===== src/rtl/uart_led_reporter.sv =====
// uart_led_reporter: sends "R<r>G<g>B<b>\r\n" over an 8N1 UART line whenever the
// LED state changes, on request, and once after reset.
`timescale 1ns/1ps
module uart_led_reporter #(
    parameter int unsigned CLK_DIV = 625
) (
    input  logic       hw_clk,
    input  logic       reset,
    input  logic [2:0] led_state,
    input  logic       report_req,
    output logic       uarttx,
    output logic       busy,
    output logic [7:0] msg_count
);

    localparam int unsigned BaudW = $clog2(CLK_DIV);
    localparam logic [BaudW-1:0] BaudMax = BaudW'(CLK_DIV - 1);

    typedef enum logic [1:0] {StIdle, StStart, StData, StStop} state_e;

    state_e           state_q, state_d;
    logic [BaudW-1:0] baud_q, baud_d;
    logic [2:0]       bit_q, bit_d;
    logic [2:0]       byte_q, byte_d;
    logic [2:0]       snap_q, snap_d;
    logic [2:0]       last_q, last_d;
    logic             req_pend_q, req_pend_d;
    logic             init_pend_q, init_pend_d;
    logic             tx_q, tx_d;
    logic             busy_q, busy_d;
    logic [7:0]       cnt_q, cnt_d;

    logic [7:0] cur_byte;
    logic       baud_done;
    logic       trigger;

    assign baud_done = (baud_q == BaudMax);
    assign trigger   = (led_state != last_q) | report_req | req_pend_q | init_pend_q;

    // Message byte selected by the byte index; digits come from the frozen snapshot.
    always_comb begin
        cur_byte = 8'h0A;
        case (byte_q)
            3'd0:    cur_byte = 8'h52;
            3'd1:    cur_byte = {7'b0011000, snap_q[2]};
            3'd2:    cur_byte = 8'h47;
            3'd3:    cur_byte = {7'b0011000, snap_q[1]};
            3'd4:    cur_byte = 8'h42;
            3'd5:    cur_byte = {7'b0011000, snap_q[0]};
            3'd6:    cur_byte = 8'h0D;
            default: cur_byte = 8'h0A;
        endcase
    end

    // Next-state logic: trigger detection, bit timing and frame sequencing.
    always_comb begin
        state_d     = state_q;
        baud_d      = baud_q;
        bit_d       = bit_q;
        byte_d      = byte_q;
        snap_d      = snap_q;
        last_d      = last_q;
        req_pend_d  = req_pend_q;
        init_pend_d = init_pend_q;
        tx_d        = tx_q;
        busy_d      = busy_q;
        cnt_d       = cnt_q;

        // Requests arriving mid-message collapse into a single follow-up.
        if (state_q != StIdle && report_req) req_pend_d = 1'b1;

        unique case (state_q)
            StIdle: begin
                if (trigger) begin
                    snap_d      = led_state;
                    last_d      = led_state;
                    req_pend_d  = 1'b0;
                    init_pend_d = 1'b0;
                    tx_d        = 1'b0;
                    busy_d      = 1'b1;
                    byte_d      = 3'd0;
                    bit_d       = 3'd0;
                    baud_d      = '0;
                    state_d     = StStart;
                end
            end
            StStart: begin
                if (baud_done) begin
                    baud_d  = '0;
                    bit_d   = 3'd0;
                    tx_d    = cur_byte[0];
                    state_d = StData;
                end else begin
                    baud_d = baud_q + 1'b1;
                end
            end
            StData: begin
                if (baud_done) begin
                    baud_d = '0;
                    if (bit_q == 3'd7) begin
                        tx_d    = 1'b1;
                        state_d = StStop;
                    end else begin
                        bit_d = bit_q + 3'd1;
                        tx_d  = cur_byte[bit_d];
                    end
                end else begin
                    baud_d = baud_q + 1'b1;
                end
            end
            StStop: begin
                if (baud_done) begin
                    baud_d = '0;
                    if (byte_q != 3'd7) begin
                        // Next start bit follows the stop bit with no gap.
                        byte_d  = byte_q + 3'd1;
                        tx_d    = 1'b0;
                        state_d = StStart;
                    end else begin
                        busy_d  = 1'b0;
                        cnt_d   = cnt_q + 8'd1;
                        state_d = StIdle;
                    end
                end else begin
                    baud_d = baud_q + 1'b1;
                end
            end
            default: state_d = StIdle;
        endcase
    end

    // State registers; reset abandons any partial frame and arms the initial report.
    always_ff @(posedge hw_clk or posedge reset) begin
        if (reset) begin
            state_q     <= StIdle;
            baud_q      <= '0;
            bit_q       <= 3'd0;
            byte_q      <= 3'd0;
            snap_q      <= 3'd0;
            last_q      <= 3'd0;
            req_pend_q  <= 1'b0;
            init_pend_q <= 1'b1;
            tx_q        <= 1'b1;
            busy_q      <= 1'b0;
            cnt_q       <= 8'd0;
        end else begin
            state_q     <= state_d;
            baud_q      <= baud_d;
            bit_q       <= bit_d;
            byte_q      <= byte_d;
            snap_q      <= snap_d;
            last_q      <= last_d;
            req_pend_q  <= req_pend_d;
            init_pend_q <= init_pend_d;
            tx_q        <= tx_d;
            busy_q      <= busy_d;
            cnt_q       <= cnt_d;
        end
    end

    assign uarttx    = tx_q;
    assign busy      = busy_q;
    assign msg_count = cnt_q;

endmodule


===== config.mk =====
export PLATFORM = sky130hd
export DESIGN_NAME = uart_led_reporter
export DESIGN_NICKNAME = d
export VERILOG_FILES = /design/src/rtl/uart_led_reporter.sv
export SDC_FILE = /design/constraint.sdc
export NUM_CORES = 1
export LEC_CHECK = 0
export BUFFER_PORTS_ARGS = -buffer_cell sky130_fd_sc_hd__buf_2
export CAP_MARGIN = 15
export CORE_ASPECT_RATIO = 0.5
export CORE_MARGIN = 2
export CORE_UTILIZATION = 54
export DETAILED_ROUTE_END_ITERATION = 12
export PLACE_DENSITY_LB_ADDON = 0.1
export SETUP_SLACK_MARGIN = 0.05
export SYNTH_ARGS = -nofsm -noshare
export SYNTH_HDL_FRONTEND = slang
export SYNTH_SLANG_ARGS = --single-unit

===== constraint.sdc =====
create_clock -name hw_clk -period 4.71 [get_ports hw_clk]
set_input_delay 0 -clock hw_clk [delete_from_list [all_inputs] [get_ports hw_clk]]
set_output_delay 0 -clock hw_clk [all_outputs]
set_load 0.1 [all_outputs]

; ---- Word level (Yosys, flattened, before mapping)
; Cells that the tools add are included.
; Widths: inputs -> output; s select.
[classes]
mux = 35
eq_ne = 21
n_lt_le_gt_ge = 1
reduce_logical = 14
n_bitwise = 4
addsub = 4
[op_table]
columns = cell, count
row1 = $pmux 7 s7, 1
row2 = $mux 10, 2
row3 = $pmux 10 s2, 1
row4 = $mux 3, 6
row5 = $ne 2x2->1 const B, 8
row6 = $reduce_and 5->1, 3
row7 = $mux 1, 14
row8 = $eq 3x3->1 const B, 4
row9 = $add 10x1->10 const B, 1
row10 = $eq 10x10->1 const B, 1
row11 = $mux 2, 5
row12 = $pmux 3 s3, 1
row13 = $add 8x1->8 const B, 1
row14 = $pmux 2 s4, 1
row15 = $reduce_and 4->1, 2
row16 = $add 3x1->3 const B, 2
row17 = $eq 3x2->1 const B, 2
row18 = $pmux 3 s2, 1
row19 = $eq 2x2->1 const B, 2
row20 = $lt 3x4->1 const B, 1
row21 = $pmux 1 s4, 1
row22 = $reduce_bool 2->1, 2
row23 = $bmux 1 s3, 1
row24 = $eq 3x1->1 const B, 1
row25 = other kinds (13), 15
[totals]
regBits = 33
output_inout_bits = 10
wordCells = 89

; ---- Longest topological paths before layout
; Gate-level depths: netlist of the first run.
[depth]
ltp_word = 7
ltp_mapped = 9

; ---- Least setup slack after synthesis of the first run
; Ideal clock, no wire load.
[synth_path]
kind = register -> register
start = register state_q[0]
end = register bit_q[0]
setup_time_ps = 125
stages_incl_launch_ff = 9
path_slack_ps = 2373
arrival_time_ps = 2212
required_time_ps = 4585
cell_sequence = dfrtp_1 > inv_1 > ha_1 > buf_6 > or4b_4 > or4_4 > nand2_4 > nor4b_2 > mux2_2
[synth_between]
elab_chain_len = 3
[synth_rtl]
columns = item, line_no
row1 = from (decl), 21  ; state_e state_q, state_d;
row2 = from (signal assigned), 135  ; state_q <= StIdle;
row3 = from (signal assigned), 147  ; state_q <= state_d;
row4 = "$eq 2x2->1, or another cell as far along", 72  ; unique case (state_q)
row5 = $ne 2x2->1 (no line) / $reduce_bool 3->1 (equally long branches), -
row6 = $reduce_and 5->1 (no line), -
row7 = to (signal assigned), 149  ; bit_q <= bit_d;
row8 = to (decl), 23  ; logic [2:0] bit_q, bit_d;
; Several ways; a longest one is shown, not always the timed one.
; A chain may end at the register's enable or synchronous reset.

; ---- Worst setup path in the final report of the first run
[layout_path]
start = register state_q[0]
end = register byte_q[0]
[layout_between]
elab_chain_len = 3
[layout_rtl]
columns = item, line_no
row1 = $eq 2x2->1 / $logic_not 2->1 (equally long branches), 72
row2 = $ne 2x2->1 (no line) / $reduce_bool 2->1 (equally long branches), -
row3 = $reduce_and 4->1 (no line), -
row4 = to (signal assigned), 150  ; byte_q <= byte_d;
row5 = to (decl), 24  ; logic [2:0] byte_q, byte_d;
; Several ways; a longest one is shown, not always the timed one.

==> results.txt, run 1 <==
Seq/Total Area, Yosys: 0.4169
Critical path class: reg2reg
Gate power share: 0.382
Most common cell after layout, fill and taps aside: dfrtp_1
First-pass iteration count of the detailed router: 4
Residual DRC: 0
Hold crit path type: in2async
Ant. Diodes: 0
CTS buffer count: 5
Max Clock Skew: 5.161 ps
Final Slew Violations: 0
Global placer's final weighted congestion: 0.8122
Period utilization: 0.5740
Cell taking the most area after synthesis: dfrtp_1
Wire length of the first global-routing pass: 6.679 mm
Initial core utilization: 0.5723
CP endpoint kind: register
P_sw: 0.4001 mW
LEAKAGE: 1.070 nW
Reg-to-Reg End: byte_q[0]
Least-Margin Pin Slew: 586.3 ps
Clock Path Buffers: 2
Internal power: 0.6838 mW
Syn nets: 219
# IOs: 16
Final WL: 3.986 mm
CP required: 4890 ps
Port Buf Inserts: 15
Max incr delay on CP: 640 ps
Yosys cell types: 49
DRT iter0 DRCs: 56
Largest net degree at the start of global routing: 34
Cell chain of the critical path: inv_1 -> ha_1 -> or4b_4 -> or4_4 -> nand2_4 -> nor2_1 -> mux2_2
Routed vias/inst: 5.656
Mapped Area: 0.001987 sq mm
R2R Setup Slk: 2010 ps
Gr usage total: 0.2067
VDD IR max: 0.2336 mV
Crit-path slowest cell: or4_4
Clk_lat worst skew: 290 ps
Sw Ratio: 0.3691
Commonest non-fill, non-tap cells in the layout: 31 x dfrtp_1, 18 x o21ai_0, 16 x ha_1
Layout Nets: 243
Main synth FF type: dfrtp_1
Cell count after synthesis: 197
Power share of the clock group: 0.260
Worst R2R Path Depth: 7
Max Freq: 369.9 MHz
Synthesis warning total: 0
Power Density: 475.7 mW/mm^2
CTS root buffer: clkbuf_8
Clock-pin slew on the worst setup and hold paths: 70 ps
Post-layout min period: 2704 ps
Die width: 89.79 um
Async SR Flop Fraction: 1.000
Final core area utilization: 0.6562
Post-route ant nets: 0
Clk sinks: 33
Final setup fails: 0
Final hold vios: 0
HPWL Detailed: 2.839 mm
Grt ovf: 0
TritonCTS clock tree: built
Die Area: 0.004210 sq mm
Critical path arrival: 2880 ps
Synth top area cells: dfrtp_1 39%, ha_1 10%, o21ai_0 4.5%
Wirelength per Cell: 14.60 um
Critical path launch point type: register
Setup TNS: 0 ps
# Max-Cap Violations: 0
Flops & latches, synth: 33
Share of cells above drive strength 1: 0.1937
Rel. slew slack: 0.6061
Sequential power share: 0.358
DR vias: 1544
Synth-to-layout area growth: 14.67%
Worst reg2reg startpoint: state_q[0]
Initial antenna violation count: 0
CP Max Fanout: 11
RSZ-0062 raised after global routing: false
Number of synthesized flops with an enable pin: 0
Synth top area share: 0.3904
Die height: 46.89 um
Synthesized area per cell: 10.09 sq um
Pwr Total: 1.084 mW
H-tree depth: 2
Core Region: 0.003472 sq mm
Num rows: 15
Status: finished clean
Vias in the first global route: 1459
-- critical path, delay by kind of cell (launching register included) --
kind	cells	cell delay [ps]
mux	1	260
fa+ha+maj	1	390
flops	1	440
buf+inv	1	130
simple gates	4	1360
-- metrics by stage --
step	setup WS, ps	area [sq um]	hold WS [ps]	instances
floorplan	2373	1987	127.4	197
global placement	2116	2108	107.8	260
detailed placement	2042	2108	113.1	260
CTS	2029	2278	342.4	273
global route	1869	2278	382.0	273
finish	2006	2278	329.7	273
-- Yosys cell counts (all sizes together), types with 2 or more instances --
master	instances
dfrtp	31
a31oi	3
inv	11
a21oi	7
nor4	2
buf	4
and3	6
a21boi	2
nand2b	2
nor2	11
nor3	4
a22o	3
xnor2	5
nand4	7
dfstp	2
or4	2
ha	16
xor2	5
nor2b	5
o21ai	18
nand3	9
o31ai	3
nand2	11
mux2	8
nor4b	2
-- cells by family (layout without fill, tap and decap cells) --
family / count (synthesis) / in the layout / share of synthesized area
xor gates and xnor gates: 10 / 10 / 0.04408
DFF: 33 / 33 / 0.4169
muxes: 9 / 9 / 0.05038
buffers and inverters: 16 / 41 / 0.03715
and+or+nand+nor: 64 / 64 / 0.1914
adders and majority gates: 16 / 16 / 0.1008
AOI/OAI and AO/OA: 49 / 49 / 0.1593
-- what timing repair did --
action / CTS / global route
setup buffers: 0 / 0
hold buffers: 5 / 0
hold endpoints to repair: 35 / 0
resized for setup: 0 / 0
-- cell type report --
| type | count | area (sq um) |
|---|---|---|
| Tap cell | 51 | 63.81 |
| Inverter | 11 | 41.29 |
| Fill cell | 273 | 1194 |
| Timing Repair Buffer | 22 | 140.1 |
| Sequential cell | 33 | 828.3 |
| Multi-Input combinational cell | 148 | 1085 |
| Clock inverter | 2 | 37.54 |
| Clock buffer | 6 | 82.58 |
-- power by group through the flow --
stage / combinational [mW] / clock [mW] / sequential (mW)
floorplan: 0.308 / 0 / 0.414
global placement: 0.403 / 0 / 0.389
detailed placement: 0.411 / 0 / 0.392
CTS: 0.415 / 0.286 / 0.387
global route: 0.462 / 0.300 / 0.393
finish: 0.414 / 0.281 / 0.388
-- registers in the layout, indices dropped and copies added, names as in the netlist --
register     cells
baud_q          10
msg_count        8
last_q           3
bit_q            3
busy             1
uarttx           1
req_pend_q       1
state_q          2
byte_q           3
init_pend_q      1
-- worst max-delay path by stage --
stage               start  slack (ps)   endpoint
3_3_place_gp   state_q[0]        2120   bit_q[0]
5_1_grt        state_q[0]        1870     uarttx
4_1_cts        state_q[0]        2030   bit_q[0]
2_1_floorplan  state_q[0]        2370   bit_q[0]
6_report       state_q[0]        2010  byte_q[0]
3_5_place_dp   state_q[0]        2040  byte_q[0]
-- metal layers --
| layer | global-route usage | vias to the layer above | routed length (um) |
|---|---|---|---|
| met3 | 0.05457 | 7 | 191 |
| li1 | - | 766 | - |
| met5 | 0 | - | 0 |
| met1 | 0.2593 | 741 | 2054 |
| met2 | 0.3576 | 30 | 1684 |
| met4 | 0.09231 | 0 | 55 |
(Power assumes the default switching activity.)
==> run 2: changes to the inputs <==
--- a/config.mk
+++ b/config.mk
@@ -5,6 +5,7 @@
 export SDC_FILE = /design/constraint.sdc
 export NUM_CORES = 1
 export LEC_CHECK = 0
+export ABC_AREA = 1
 export BUFFER_PORTS_ARGS = -buffer_cell sky130_fd_sc_hd__buf_2
 export CAP_MARGIN = 15
 export CORE_ASPECT_RATIO = 0.5
==> constraint.sdc (replaced) <==
create_clock -name hw_clk -period 2.7 [get_ports hw_clk]
set_input_delay 0 -clock hw_clk [delete_from_list [all_inputs] [get_ports hw_clk]]
set_output_delay 0 -clock hw_clk [all_outputs]
set_load 0.1 [all_outputs]
==> results.txt, run 2 <==
Initial antenna violation count: 0
VDD IR max: 0.2153 mV
Placed cell areas: 0.002222 sq mm
DP Cell Count: 323
# IOs: 16
Top-count cell post-synth: nand2_1
Num rows: 15
CP required: 2910 ps
Clk sinks: 33
H-tree depth: 2
CTS buffer count: 5
Critical path launch point type: register
Post-layout min period: 1885 ps
CP endpoint kind: register
Ant. Diodes: 0
Worst R2R Path Depth: 8
Largest net degree at the start of global routing: 34
Biggest register: baud_q
Cell taking the most area after synthesis: dfrtp_1
Number of synthesized flops with an enable pin: 0
Seq/Total Area, Yosys: 0.3950
Synthesized area per cell: 8.097 sq um
Rel. slew slack: 0.6781
Setup TNS: 0 ps
Async SR Flop Fraction: 1.000
Global placer's final weighted congestion: 0.7839
First-pass iteration count of the detailed router: 4
Most common cell after layout, fill and taps aside: nand2_1
TritonCTS clock tree: built
Gr usage total: 0.1972
Port Buf Inserts: 15
HPWL Detailed: 2.855 mm
Synth-to-layout area growth: 11.75%
Power Density: 388.5 mW/mm^2
Critical path class: reg2reg
Post-route ant nets: 0
Final setup fails: 0
Core Region: 0.003566 sq mm
Syn nets: 281
Wirelength per Cell: 11.68 um
Die Area: 0.004428 sq mm
Initial core utilization: 0.5881
Final Non-Filler Cells: 334
Vias in the first global route: 1543
Hold crit path type: in2reg
Synthesis warning total: 0
LEAKAGE: 1.262 nW
# Max-Cap Violations: 0
Mapped Area: 0.002097 sq mm
# fillers: 304
DR vias: 1678
Final Slew Violations: 0
Synth top area cells: dfrtp_1 37%, nand2_1 11%, ha_1 9.5%
Max Clock Skew: 6.627 ps
CTS root buffer: clkbuf_8
Routed vias/inst: 5.024
Least-Margin Pin Slew: 486.2 ps
RSZ-0062 raised after global routing: false
Post-route design area: 0.002344 sq mm
Critical path arrival: 2100 ps
Share of cells above drive strength 1: 0.1767
Clock-pin slew on the worst setup and hold paths: 70 ps
Pwr Total: 0.9106 mW
Synth top cells by count: 59 x nand2_1, 37 x inv_1, 31 x dfrtp_1
Post-CTS setup buffer count: 0
Hold_ws: 5.607 ps
Period utilization: 0.6981
Main synth FF type: dfrtp_1
Final hold vios: 0
Commonest non-fill, non-tap cells in the layout: 59 x nand2_1, 37 x inv_1, 31 x dfrtp_1
Max reg flops: 10
Clock Path Buffers: 2
Final WL: 3.900 mm
Cell count after synthesis: 259
Grt ovf: 0
DRT iter0 DRCs: 80
Synth top area share: 0.3699
Layout Nets: 304
Flops & latches, synth: 33
Clk_lat worst skew: 290 ps
Die width: 92.13 um
Max Freq: 530.6 MHz
Die height: 48.07 um
CP Max Fanout: 24
Residual DRC: 0
WHS Path Cells: 3
Status: finished clean
Yosys cell types: 36
Wire length of the first global-routing pass: 6.727 mm
[run 2: cell count changes after synthesis, sizes merged, moves of 3 or more]
cell   previous run  this run
nor2             11        24
mux2              8         1
a22o              3         0
nand3             9        15
nor2b             5         0
a21oi             7        16
inv              11        40
nand2            11        64
and3              6         1
[run 2: worst paths after layout]
check,from,endpoint,slack [ps]
setup / recovery,state_q[0],state_q[1],820
hold / removal,led_state[0],last_q[0],6
setup reg to reg,state_q[0],state_q[1],820
hold reg to reg,init_pend_q,init_pend_q,470
max in group asynchronous,reset,uarttx,2020
min in group asynchronous,reset,msg_count[0],350
[run 2: area by class of cell]
type	count	area, sq um	share of cell area
tap	51	63.81	0.02723
clock inverter	3	22.52	0.009610
timing repair buffer	19	112.6	0.04805
inverter	41	155.1	0.06620
sequential	33	828.3	0.3534
clock buffer	5	68.82	0.02936
multi-input combinational	182	1092	0.4661
[run 2: layer usage]
| layer | vias up | routed length [um] | GRT usage |
|---|---|---|---|
| li1 | 877 | - | - |
| met1 | 782 | 2063 | 0.2617 |
| met2 | 19 | 1727 | 0.3426 |
| met3 | 0 | 108 | 0.05197 |
| met4 | 0 | 0 | 0.03582 |
| met5 | - | 0 | 0 |
[run 2: metrics by stage]
step                      setup slack [ps]  utilization
after floorplan                      852.5            -
after global placement               876.5       0.6232
after detailed placement             827.8       0.6232
after CTS                            807.1       0.6572
after global routing                 610.2       0.6572
final                                815.3       0.6572
[run 2: logic make-up after synthesis]
group	Yosys count	share of synthesized area
XOR/XNOR	6	0.02506
buffers and inverters	44	0.08412
AO/OA/AOI/OAI	41	0.1050
flip-flops	33	0.3950
adder cells (fa/ha/maj)	16	0.09546
AND/OR/NAND/NOR	118	0.2900
multiplexers	1	0.005370
[run 2: report_power, final]
group / total (mW) / internal (mW) / switching, mW
Sequential: 0.499 / 0.496 / 0.00240
Clock: 0.383 / 0.181 / 0.203
Combinational: 0.0284 / 0.0104 / 0.0181
Total: 0.911 / 0.688 / 0.223
[run 2: repair_timing]
item	4_1_cts	5_1_grt
gates resized for setup	0	0
setup endpoints to repair	0	0
hold buffers	3	0
endpoints found under the hold margin	33	0
[run 2: worst max-delay path, stage by stage, from the launching register on]
cell and delay [ps]:
dfrtp_1 440, inv_1 130, ha_1 300, nand3_2 400, nand2_1 200, clkinv_2 110
nand3b_4 100, nand2_1 50, o21ai_1 70
==> run 3: changes to the inputs <==
==> constraint.sdc (replaced) <==
create_clock -name hw_clk -period 1.84 [get_ports hw_clk]
set_input_delay 0 -clock hw_clk [delete_from_list [all_inputs] [get_ports hw_clk]]
set_output_delay 0 -clock hw_clk [all_outputs]
set_load 0.1 [all_outputs]
==> results.txt, run 3 (same netlist as run 2, synthesis figures left out) <==
H-tree depth: 2
# fillers: 293
Max Clock Skew: 5.161 ps
Layout Nets: 312
Post-layout min period: 1680 ps
Vias in the first global route: 1531
Clk sinks: 33
VDD IR max: 0.4610 mV
Commonest non-fill, non-tap cells in the layout: 57 x nand2_1, 37 x inv_1, 25 x dfrtp_1
Post-route ant nets: 0
Most common cell after layout, fill and taps aside: nand2_1
Wirelength per Cell: 12.09 um
CP required: 2020 ps
Rel. slew slack: 0.6742
# Max-Cap Violations: 0
Gr usage total: 0.2065
Ant. Diodes: 0
FF/Latch Area: 835.8 sq um
Global placer's final weighted congestion: 0.8468
CTS buffer count: 5
Least-Margin Pin Slew: 492.1 ps
Setup TNS: 0 ps
CP endpoint kind: register
Max reg flops: 10
Period utilization: 0.9133
WHS Path Cells: 3
Port Buf Inserts: 15
Power Density: 605.5 mW/mm^2
Die Area: 0.004428 sq mm
Final Slew Violations: 0
Wire length of the first global-routing pass: 6.817 mm
Pwr Total: 1.490 mW
Synth-to-layout area growth: 17.36%
Critical path arrival: 1860 ps
Critical path class: reg2reg
Failing checks: negative hold slack
Residual DRC: 0
Max incr delay on CP: 410 ps
CP bufs+invs: 1
Share of cells above drive strength 1: 0.2337
Grt ovf: 0
RSZ-0062 raised after global routing: false
Critical path launch point type: register
Die height: 48.07 um
Hold Path End: last_q[1]
Worst Hold Launch: led_state[1]
DRT iter0 DRCs: 58
Max Freq: 595.1 MHz
Final WL: 4.135 mm
Die width: 92.13 um
First-pass iteration count of the detailed router: 4
Biggest register: baud_q
DR vias: 1735
Final Non-Filler Cells: 342
Hold_ws: -0.4188 ps
CP Max Fanout: 6
Clk_lat worst skew: 290 ps
Delay-heaviest family, CP: simple AND/OR/NAND/NOR gates
Status: finished with violations
CTS root buffer: clkbuf_8
Multi-input logic area: 0.001117 sq mm
Hold crit path type: in2reg
Crit-path most repeated cell: nand2_1
Clock-pin slew on the worst setup and hold paths: 70 ps
Worst reg2reg startpoint: baud_q[0]
Reg-to-Reg End: msg_count[7]
# IOs: 16
Crit-path slowest cell: dfrtp_1
Largest net degree at the start of global routing: 22
Worst R2R Path Depth: 11
TritonCTS clock tree: built
Initial antenna violation count: 0
R2R Setup Slk: 160 ps
Core Region: 0.003566 sq mm
Cell chain of the critical path: inv_1 -> ha_1 -> nand2_1 -> nor2_4 -> nand3b_4 -> nor2_8 -> nand2_4 -> nor2_4 -> nand3_1 -> nand2_1 -> nand2_1
Final hold vios: 1
Routed vias/inst: 5.073
Num rows: 15
LEAKAGE: 1.319 nW
Clock Path Buffers: 2
Final setup fails: 0
Initial core utilization: 0.5881
HPWL Detailed: 2.997 mm
DP Cell Count: 327
-- run 3: cell types whose count changed in the layout (fill, tap and decap cells not counted), sizes merged --
cell,change
buf,+8
bufinv,+1
clkbuf,+2
clkinvlp,-3
-- run 3: stage by stage --
stage | hold WS [ps] | area [sq um] | setup WS, ps | util
after floorplan | 127.1 | 2103 | 236.5 | -
after global placement | 21.36 | 2258 | 198.6 | 0.6333
after detailed placement | 31.74 | 2258 | 121.5 | 0.6333
after CTS | 0.2255 | 2405 | 118.2 | 0.6744
after global routing | 28.40 | 2461 | 25.91 | 0.6902
final | -0.4188 | 2461 | 159.5 | 0.6902
-- run 3: worst reg2reg max path, cell delays in order, from the launching register on --
cell and delay, ps:
dfrtp_1 410, inv_1 100, ha_1 150, nand2_1 80, nor2_4 110, nand3b_4 160
nor2_8 180, nand2_4 80, nor2_4 120, nand3_1 80, nand2_1 60, nand2_1 40
-- run 3: what timing repair did --
item / 4_1_cts / 5_1_grt
gates resized for setup: 0 / 8
setup endpoints to repair: 0 / 15
setup buffers: 0 / 4
hold buffers: 3 / 0
endpoints found under the hold margin: 34 / 0
-- run 3: final cells by class --
cell class,instances,area share
multi-input cells,182,0.4540
flip-flops and latches,33,0.3396
repair buffers,27,0.07016
inverters,41,0.06304
clock buffers,7,0.03508
well taps,51,0.02593
clock inverters,1,0.01220
-- run 3: how the worst max path moves through the flow --
stage                     cells after the start            to          from
after CTS                                    11  msg_count[7]     baud_q[0]
final                                        11  msg_count[7]     baud_q[0]
after detailed placement                     11  msg_count[7]     baud_q[0]
after global routing                         11  msg_count[7]     baud_q[0]
after floorplan                               3  msg_count[6]  msg_count[5]
after global placement                        8    state_q[1]    state_q[0]
-- run 3: layer usage --
metal  vias up  routed length, um  track usage
met5         -                  0            0
met4         0                 52      0.07761
met3         8                151      0.06299
met2        24               1870       0.3559
met1       813               2060       0.2575
li1        890                  -            -
-- run 3: power by group --
part / leakage [nW] / switching (mW) / internal (mW)
clock: 0.0585 / 0.272 / 0.441
combinational: 0.849 / 0.0274 / 0.0168
sequential: 0.411 / 0.00377 / 0.729
